`config.mk`:
```
export PLATFORM = sky130hd
export DESIGN_NAME = dispatch_ctrl
export DESIGN_NICKNAME = d
export VERILOG_FILES = /design/src/rtl/dispatch_ctrl.sv
export SDC_FILE = /design/constraint.sdc
export NUM_CORES = 1
export LEC_CHECK = 0
export ABC_AREA = 1
export ABC_CLOCK_PERIOD_IN_PS = 7250
export BUFFER_PORTS_ARGS = -buffer_cell sky130_fd_sc_hd__buf_2
export CAP_MARGIN = 20
export CORE_ASPECT_RATIO = 0.5
export CORE_MARGIN = 8
export CORE_UTILIZATION = 40
export CTS_BUF_LIST = sky130_fd_sc_hd__clkbuf_4
export DETAILED_ROUTE_END_ITERATION = 10
export GPL_TIMING_DRIVEN = 0
export PLACE_DENSITY = 0.58
export SLEW_MARGIN = 30
export SYNTH_ARGS = -nofsm -noshare
export SYNTH_HDL_FRONTEND = slang
export SYNTH_SLANG_ARGS = --single-unit
```
`constraint.sdc`:
```
create_clock -name clock -period 7.25 [get_ports clock]
set_input_delay 1.0875 -clock clock [delete_from_list [all_inputs] [get_ports clock]]
set_output_delay 1.0875 -clock clock [all_outputs]
set_load 0.01 [all_outputs]
```
`src/rtl/dispatch_ctrl.sv`:
```
// dispatch_ctrl: in-order dispatch of a rename bundle into the INT/MEM/FP
// issue queues under per-queue credit flow control. A bundle can drain over
// several cycles; done_q remembers which slots have already been written.
module dispatch_ctrl #(
    parameter int DISPATCH_WIDTH = 4,
    parameter int IQ_INT_SIZE    = 16,
    parameter int IQ_MEM_SIZE    = 16,
    parameter int IQ_FP_SIZE     = 16
) (
    input  logic                                  clock,
    input  logic                                  reset,
    input  logic                                  flush,
    input  logic                                  in_valid,
    input  logic [DISPATCH_WIDTH-1:0]             slot_valid,
    input  logic [2*DISPATCH_WIDTH-1:0]           slot_type,
    input  logic [$clog2(DISPATCH_WIDTH+1)-1:0]   int_free,
    input  logic [$clog2(DISPATCH_WIDTH+1)-1:0]   mem_free,
    input  logic [$clog2(DISPATCH_WIDTH+1)-1:0]   fp_free,
    output logic [DISPATCH_WIDTH-1:0]             disp_mask,
    output logic                                  in_ready,
    output logic                                  credit_err,
    output logic [31:0]                           stall_cycles
);

    localparam int CIW = $clog2(IQ_INT_SIZE + 1);
    localparam int CMW = $clog2(IQ_MEM_SIZE + 1);
    localparam int CFW = $clog2(IQ_FP_SIZE + 1);

    typedef enum logic [1:0] {
        T_INT  = 2'd0,
        T_MEM  = 2'd1,
        T_FP   = 2'd2,
        T_NONE = 2'd3
    } uop_type_e;

    logic [CIW-1:0]            cnt_int_q, cnt_int_d;
    logic [CMW-1:0]            cnt_mem_q, cnt_mem_d;
    logic [CFW-1:0]            cnt_fp_q,  cnt_fp_d;
    logic [DISPATCH_WIDTH-1:0] done_q,    done_d;
    logic                      err_q,     err_d;
    logic [31:0]               stall_q,   stall_d;

    int unsigned n_int, n_mem, n_fp;
    logic        blocked;
    int          nx_int, nx_mem, nx_fp;

    function automatic int sat(input int v, input int hi);
        if (v > hi)     return hi;
        else if (v < 0) return 0;
        else            return v;
    endfunction

    // Walk slots oldest first; the first pending slot without credit blocks
    // itself and every younger slot, which keeps dispatch strictly in order.
    always_comb begin
        disp_mask = '0;
        blocked   = 1'b0;
        n_int     = 0;
        n_mem     = 0;
        n_fp      = 0;
        for (int unsigned i = 0; i < DISPATCH_WIDTH; i++) begin
            if (in_valid && slot_valid[i] && !done_q[i] && !blocked) begin
                case (uop_type_e'(slot_type[2*i +: 2]))
                    T_INT: begin
                        if (n_int < 32'(cnt_int_q)) begin
                            disp_mask[i] = 1'b1;
                            n_int++;
                        end else begin
                            blocked = 1'b1;
                        end
                    end
                    T_MEM: begin
                        if (n_mem < 32'(cnt_mem_q)) begin
                            disp_mask[i] = 1'b1;
                            n_mem++;
                        end else begin
                            blocked = 1'b1;
                        end
                    end
                    T_FP: begin
                        if (n_fp < 32'(cnt_fp_q)) begin
                            disp_mask[i] = 1'b1;
                            n_fp++;
                        end else begin
                            blocked = 1'b1;
                        end
                    end
                    default: disp_mask[i] = 1'b1;
                endcase
            end
        end
        in_ready = in_valid && !blocked && !reset && !flush;
        if (reset || flush) begin
            disp_mask = '0;
        end
    end

    // Next-state for credits, done mask, sticky error and stall counter.
    always_comb begin
        nx_int    = int'(cnt_int_q) - int'(n_int) + int'(int_free);
        nx_mem    = int'(cnt_mem_q) - int'(n_mem) + int'(mem_free);
        nx_fp     = int'(cnt_fp_q)  - int'(n_fp)  + int'(fp_free);
        cnt_int_d = CIW'(sat(nx_int, IQ_INT_SIZE));
        cnt_mem_d = CMW'(sat(nx_mem, IQ_MEM_SIZE));
        cnt_fp_d  = CFW'(sat(nx_fp,  IQ_FP_SIZE));
        err_d     = err_q
                  | (nx_int > IQ_INT_SIZE) | (nx_int < 0)
                  | (nx_mem > IQ_MEM_SIZE) | (nx_mem < 0)
                  | (nx_fp  > IQ_FP_SIZE)  | (nx_fp  < 0);
        done_d    = in_ready ? '0 : (done_q | disp_mask);
        stall_d   = stall_q;
        if (in_valid && !in_ready && !flush && (stall_q != '1)) begin
            stall_d = stall_q + 32'd1;
        end
        // Flush discards this cycle's returns entirely, so no error can arise.
        if (flush) begin
            cnt_int_d = CIW'(IQ_INT_SIZE);
            cnt_mem_d = CMW'(IQ_MEM_SIZE);
            cnt_fp_d  = CFW'(IQ_FP_SIZE);
            err_d     = err_q;
            done_d    = '0;
        end
    end

    // State registers with synchronous reset.
    always_ff @(posedge clock) begin
        if (reset) begin
            cnt_int_q <= CIW'(IQ_INT_SIZE);
            cnt_mem_q <= CMW'(IQ_MEM_SIZE);
            cnt_fp_q  <= CFW'(IQ_FP_SIZE);
            done_q    <= '0;
            err_q     <= 1'b0;
            stall_q   <= '0;
        end else begin
            cnt_int_q <= cnt_int_d;
            cnt_mem_q <= cnt_mem_d;
            cnt_fp_q  <= cnt_fp_d;
            done_q    <= done_d;
            err_q     <= err_d;
            stall_q   <= stall_d;
        end
    end

    assign credit_err   = err_q;
    assign stall_cycles = stall_q;

endmodule
```
== Yosys cells after proc, flatten, opt, wreduce, memory -nomap -nowiden ==
Cells that the tools add are included.
W data, S select, Z words.
Operators by class
  equality and inequality tests: 9
  multiplexer cells: 80
  reductions and logical operators: 40
  order comparisons: 18
  bitwise operators: 7
  add/subtract/negate cells: 16
Operator list (count)
  $mux W32: 27
  $add A32 B1 Y32 const B: 10
  $lt A32 B5 Y1: 9
  $add A32 B4 Y32: 3
  $gt A32 B6 Y1 const B: 3
  $lt A32 B1 Y1 const B: 3
  $sub A6 B32 Y32: 3
  $mux W1: 41
  $ne A32 B32 Y1 const B: 1
  $pmux W1 S3: 8
  $logic_and A1 B1 Y1: 17
  $lt A1 B5 Y1 const A: 3
  $mux W5: 3
  $reduce_or A3 Y1: 4
  $reduce_or A4 Y1: 3
  $logic_not A1 Y1: 11
  $eq A2 B1 Y1 const B: 4
  $eq A2 B2 Y1 const B: 4
  $logic_not A2 Y1: 4
  $or A1 B1 Y1: 6
  $mux W4: 1
  $or A4 B4 Y4: 1
  $logic_or A1 B1 Y1: 1
Storage, ports and cells
  input port bits: 25
  bits in registers: 52
  output and inout bits: 38

== Depth between registers and ports, before layout ==
  depth in word-level cells: 25
  depth in mapped cells: 43
  depth with buffers taken out: 43

== Least setup slack after synthesis ==
Ideal clock, no wire load.
  path kind: input -> register
  from: input slot_type[1]
  to: register cnt_mem_q[2]
  data arrival time: 5.974 ns
  path buffers: 0
  setup time: 0.119 ns
  stages: 40
  data required time: 7.131 ns
  slack: 1.157 ns
  cells stage by stage: nor2_1 -> nand4_1 -> nand3_1 -> nand2_2 -> nand2_2 -> inv_1 -> nand3_1 -> inv_1 -> ha_1 -> nand2_1 -> nand2_1 -> nand2_1 -> nand3_1 -> inv_1 -> o21ai_0 -> ha_1 -> nand2_1 -> nand2_1 -> [... 4 more ...] -> nor2_1 -> nand2_1 -> xor2_1 -> fa_1 -> inv_1 -> ha_1 -> nand2_1 -> nor2_1 -> a211oi_1 -> o21bai_1 -> a21oi_1 -> ha_1 -> o21ai_0 -> nor2_1 -> a21boi_0 -> nor2_1 -> nand2_1 -> nor2_1
Between the ends
  cells in the longest elaborated chain, start to end: 19
RTL lines
  start: declaration: line 15  | input logic [2*DISPATCH_WIDTH-1:0] slot_type,
  $eq A2 B1 Y1: line 63  | case (uop_type_e'(slot_type[2*i +: 2]))
  $mux W1: line 63
  $mux W1: line 62  | if (in_valid && slot_valid[i] && !done_q[i] && !blocked) begin
  $add A32 B1 Y32 or $lt A32 B5 Y1 (tied branches): line 75, 73
  $mux W32: line 73  | if (n_mem < 32'(cnt_mem_q)) begin
  $mux W32: line 63
  $mux W32: line 62
  $add A32 B1 Y32 or $lt A32 B5 Y1 (tied branches): line 75, 73
  [... 3 more ...]
  $add A32 B1 Y32 or $lt A32 B5 Y1 (tied branches): line 75, 73
  $mux W32: line 73
  $mux W32: line 63
  $mux W32 (*): line 62
  $sub A6 B32 Y32 (*): line 101  | nx_mem = int'(cnt_mem_q) - int'(n_mem) + int'(mem_free);
  $add A32 B4 Y32 (*): line 101
  $gt A32 B6 Y1 or $lt A32 B1 Y1 (tied branches): line 48, 49
  $reduce_or A4 Y1 (no line)
  end signal: assignment: line 129  | cnt_mem_q <= CMW'(IQ_MEM_SIZE);
  end signal: assignment: line 136  | cnt_mem_q <= cnt_mem_d;
  end: declaration: line 37  | logic [CMW-1:0] cnt_mem_q, cnt_mem_d;
Mark *: on every way between the ends. The rest lies on a longest branch, timed or not.
A chain may end at the register's enable or synchronous reset.

== Final worst setup path ==
  from: input slot_type[1]
  to: register cnt_mem_q[3]
Same word-level chain as after synthesis.

==> metrics.md <==
| Metric | Value |
|---|---|
| Post-synthesis async set-or-reset flop share | 0% |
| Vias in the first global route | about 4700 |
| DR vias/cell | 4.95 |
| Max-slew violations | 0 |
| Setup crit end | cnt_mem_q[3]$_SDFF_PP0_ |
| DRT iter0 DRCs | 264 |
| Fin area | 0.00568 mm2 |
| Reg-to-Reg Start | cnt_mem_q[3]$_SDFF_PP0_ |
| Area grow syn2layout | 12.1% |
| Root Driver | clkbuf_4 |
| Post-Synth Adder-Cell Area | 18.1% |
| Worst R2R Setup Slack | approximately 1100 ps |
| Initial antenna violation count | 0 |
| Post-synthesis simple-gate area fraction | between 30% and 40% |
| Max Cap Viol | 0 |
| Netlist cell types | 37 |
| Register area share after synthesis | 20.5% |
| Tcrit/Tclk final | 90.7% |
| HPWL after detailed placement | around 11000 um |
| Largest family of logic cells by synthesized area | simple AND/OR/NAND/NOR gates |
| Core Rows | 29 |
| Synth Instances | around 750 |
| Worst R2R End | cnt_mem_q[3]$_SDFF_PP0_ |
| Post-synthesis mux area share | less than 1% |
| Synth area leaders | dfxtp_1 (21%), ha_1 (15%), nand2_1 (12%), inv_1 (9.0%), nand4_1 (7.3%) |
| Post-CTS Resized | 0 |
| # hold bufs at CTS | 0 |
| GRT Overall Usage | about 16% |
| Clock-pin slew on the worst setup and hold paths | about 160 ps |
| Hold/Removal Path Class | reg -> reg |
| Critical Path Source Type | primary input |
| Synth Flop Type | dfxtp_1 |
| Worst Tran Pin Value | ~640 ps |
| Placed cells | slightly below 1000 |
| Detailed Routing Iterations Pass 1 | 4 |
| Net count, final | a little over 900 |
| Max VDD drop | between 90 and 100 uV |
| WS Path Type | in -> reg |
| Post-placement cell area | around 0.0056 mm2 |
| Run status | complete, no violations |
| CP Capture Type | register |
| Layout cells sized above 1 | 13.8% |
| Tot Pwr | ~1.2 mW |
| Core Region | roughly 0.013 mm2 |
| Static Leak | approximately 2.7 nW |
| Complex-gate fraction of the synthesized area | between 7 and 8% |
| Setup Total Neg Slack | 0 ps |
| Syn_nets | roughly 840 |
| I/O Pins | 63 |
| Slew margin rel. | between 50 and 60% |
| Layout Skew | about 19 ps |
| Max Freq | ~0.15 GHz |
| Yosys warnings | 0 |
| CP max FO | 6 |
| CTS tree | yes |
| Number of synthesized register bits | between 50 and 60 |
| P per Cell Area | 206 mW/mm2 |
| Num CTS Buffers | 5 |
| Clock buffer depth | 2 |
| Hold_ws | between 400 and 500 ps |
| Post-CTS Setup Repair Bufs | 0 |
| Drt total wl | between 10000 and 15000 um |
| DR WL/cell | 13.5 um |
| Unrepaired setup endpoints after global routing | false |
| Finished Core Util | a little under half |
| DRT antenna net count | 0 |
| Clk sinks | 52 |
| # DRC | 0 |
| Clock Latency Late Sink | 410 ps |
| Largest net degree at the start of global routing | 17 |
| Post-Syn Area | roughly 0.0051 mm2 |
| Commonest cells in the netlist | nand2_1 (156), inv_1 (121), nor2_1 (81), ha_1 (59), nand4_1 (59) |
| Full die area | ~0.017 mm2 |
| Top cell type's share of synthesized area | approximately a fifth |
| H-Tree Depth | 2 |
| Syn_area_per_cell | approximately 6.8 um2 |
| Tmin final | roughly 6600 ps |
| Setup WS post-layout | 672 ps |
| Crit path top cell by count | nand2_1 |
| Vias | 4888 |
| First-pass GRT wire length | roughly 22000 um |
| Non-Filler Instances | 988 |
| R2R cell count | approximately 40 |
| Most frequent cell after synthesis | nand2_1 |
| Synth Area in XOR/XNOR | 7.60% |
| Crit-path slowest cell | fa_1 |
| Fill cells | around 1400 |
| CP max stage delay | between 400 and 500 ps |
| ANT cells | 0 |
| Input/output buffers | between 60 and 70 |
| CP required | roughly 7600 ps |
| Initial Utilization | 40.5% |
| GP Congestion | roughly 0.96 |
| Yosys top cell by area | dfxtp_1 |
| CP arrival | between 6000 and 7000 ps |
| Worst Setup SP | slot_type[1] |
| Die height | approximately 96 um |
| Setup violations, final | 0 |
| Dpl ws | -201 ps |
| Die W | between 150 and 200 um |
| Post-synth EDFFs | 0 |
| Endpoints failing hold | 0 |
| Grt total ovfl | 0 |
[how the worst min path moves through the flow]
stage                              start              endpoint  depth (start not counted)
global route        done_q[2]$_SDFF_PP0_  done_q[2]$_SDFF_PP0_                          2
global placement    done_q[2]$_SDFF_PP0_  done_q[2]$_SDFF_PP0_                          2
floorplan           done_q[2]$_SDFF_PP0_  done_q[2]$_SDFF_PP0_                          2
finish              done_q[2]$_SDFF_PP0_  done_q[2]$_SDFF_PP0_                          2
detailed placement  done_q[2]$_SDFF_PP0_  done_q[2]$_SDFF_PP0_                          2
CTS                 done_q[2]$_SDFF_PP0_  done_q[2]$_SDFF_PP0_                          2
[cell families (layout without fill, tap and decap cells)]
| family | Yosys count | in the layout |
|---|---|---|
| xor gates and xnor gates | 44 | 44 |
| buffers and inverters | 141 | 211 |
| AOI/OAI and AO/OA | 63 | 63 |
| muxes | 3 | 3 |
| adders and majority gates | 68 | 68 |
| DFF | 52 | 52 |
| and+or+nand+nor | 377 | 377 |
[area by class of cell]
cell class                      instances  area [um2]  area share (%)
Multi-Input combinational cell        555        3470            61.0
Sequential cell                        52        1040            18.3
Inverter                              124         467            8.21
Timing Repair Buffer                   62         310            5.46
Tap cell                              170         213            3.74
Buffer                                 17         100            1.76
Clock buffer                            6        45.0           0.793
Clock inverter                          2        38.8           0.683
[registers in the layout (all words and copies together) (netlist names)]
signal,cells
cnt_mem_q,5
cnt_int_q,5
cnt_fp_q,5
stall_cycles,32
credit_err,1
done_q,4
[where the power goes]
part	total [mW]	internal [mW]	switching (mW)	leakage, nW
clock	0.185	0.0780	0.107	0.0463
combinational	0.637	0.238	0.399	2.27
sequential	0.347	0.317	0.0304	0.421
total	1.17	0.633	0.536	2.74
[worst max-delay path: cells and delay by family]
family	cells	cell delay [ps]
xor gates and xnor gates	1	160
AOI/OAI and AO/OA	6	1120
buffers and inverters	5	430
and+or+nand+nor	25	2440
adders and majority gates	5	1640
[placed cells by master (no fill, tap or decap), types with 2 or more instances in the layout]
| cell type | n |
|---|---|
| nand4_1 | 59 |
| buf_6 | 3 |
| nor2_1 | 80 |
| clkbuf_1 | 8 |
| ha_1 | 59 |
| buf_2 | 64 |
| nand3_1 | 33 |
| nor3_1 | 15 |
| clkbuf_4 | 6 |
| nand2_1 | 156 |
| buf_4 | 3 |
| fa_1 | 9 |
| o21ai_1 | 2 |
| nor4_1 | 9 |
| mux2i_1 | 3 |
| a21o_1 | 2 |
| nand3_2 | 4 |
| xnor2_1 | 11 |
| dfxtp_1 | 52 |
| a21oi_1 | 33 |
| inv_1 | 121 |
| nor2_2 | 6 |
| o21bai_1 | 2 |
| xor2_1 | 33 |
| nand2_2 | 11 |
| a211oi_1 | 4 |
| o21ai_0 | 9 |
| a21oi_2 | 8 |
[layer usage]
layer	GRT usage (%)	part of all wire (%)	vias up	wire, um
met5	0	0	-	0
met4	3.15	0.88	0	118
met3	2.61	3.7	10	500
met2	27.8	46	82	6120
met1	20.9	50	2223	6610
li1	-	-	2573	-
Power figures use the tool's default switching activity.
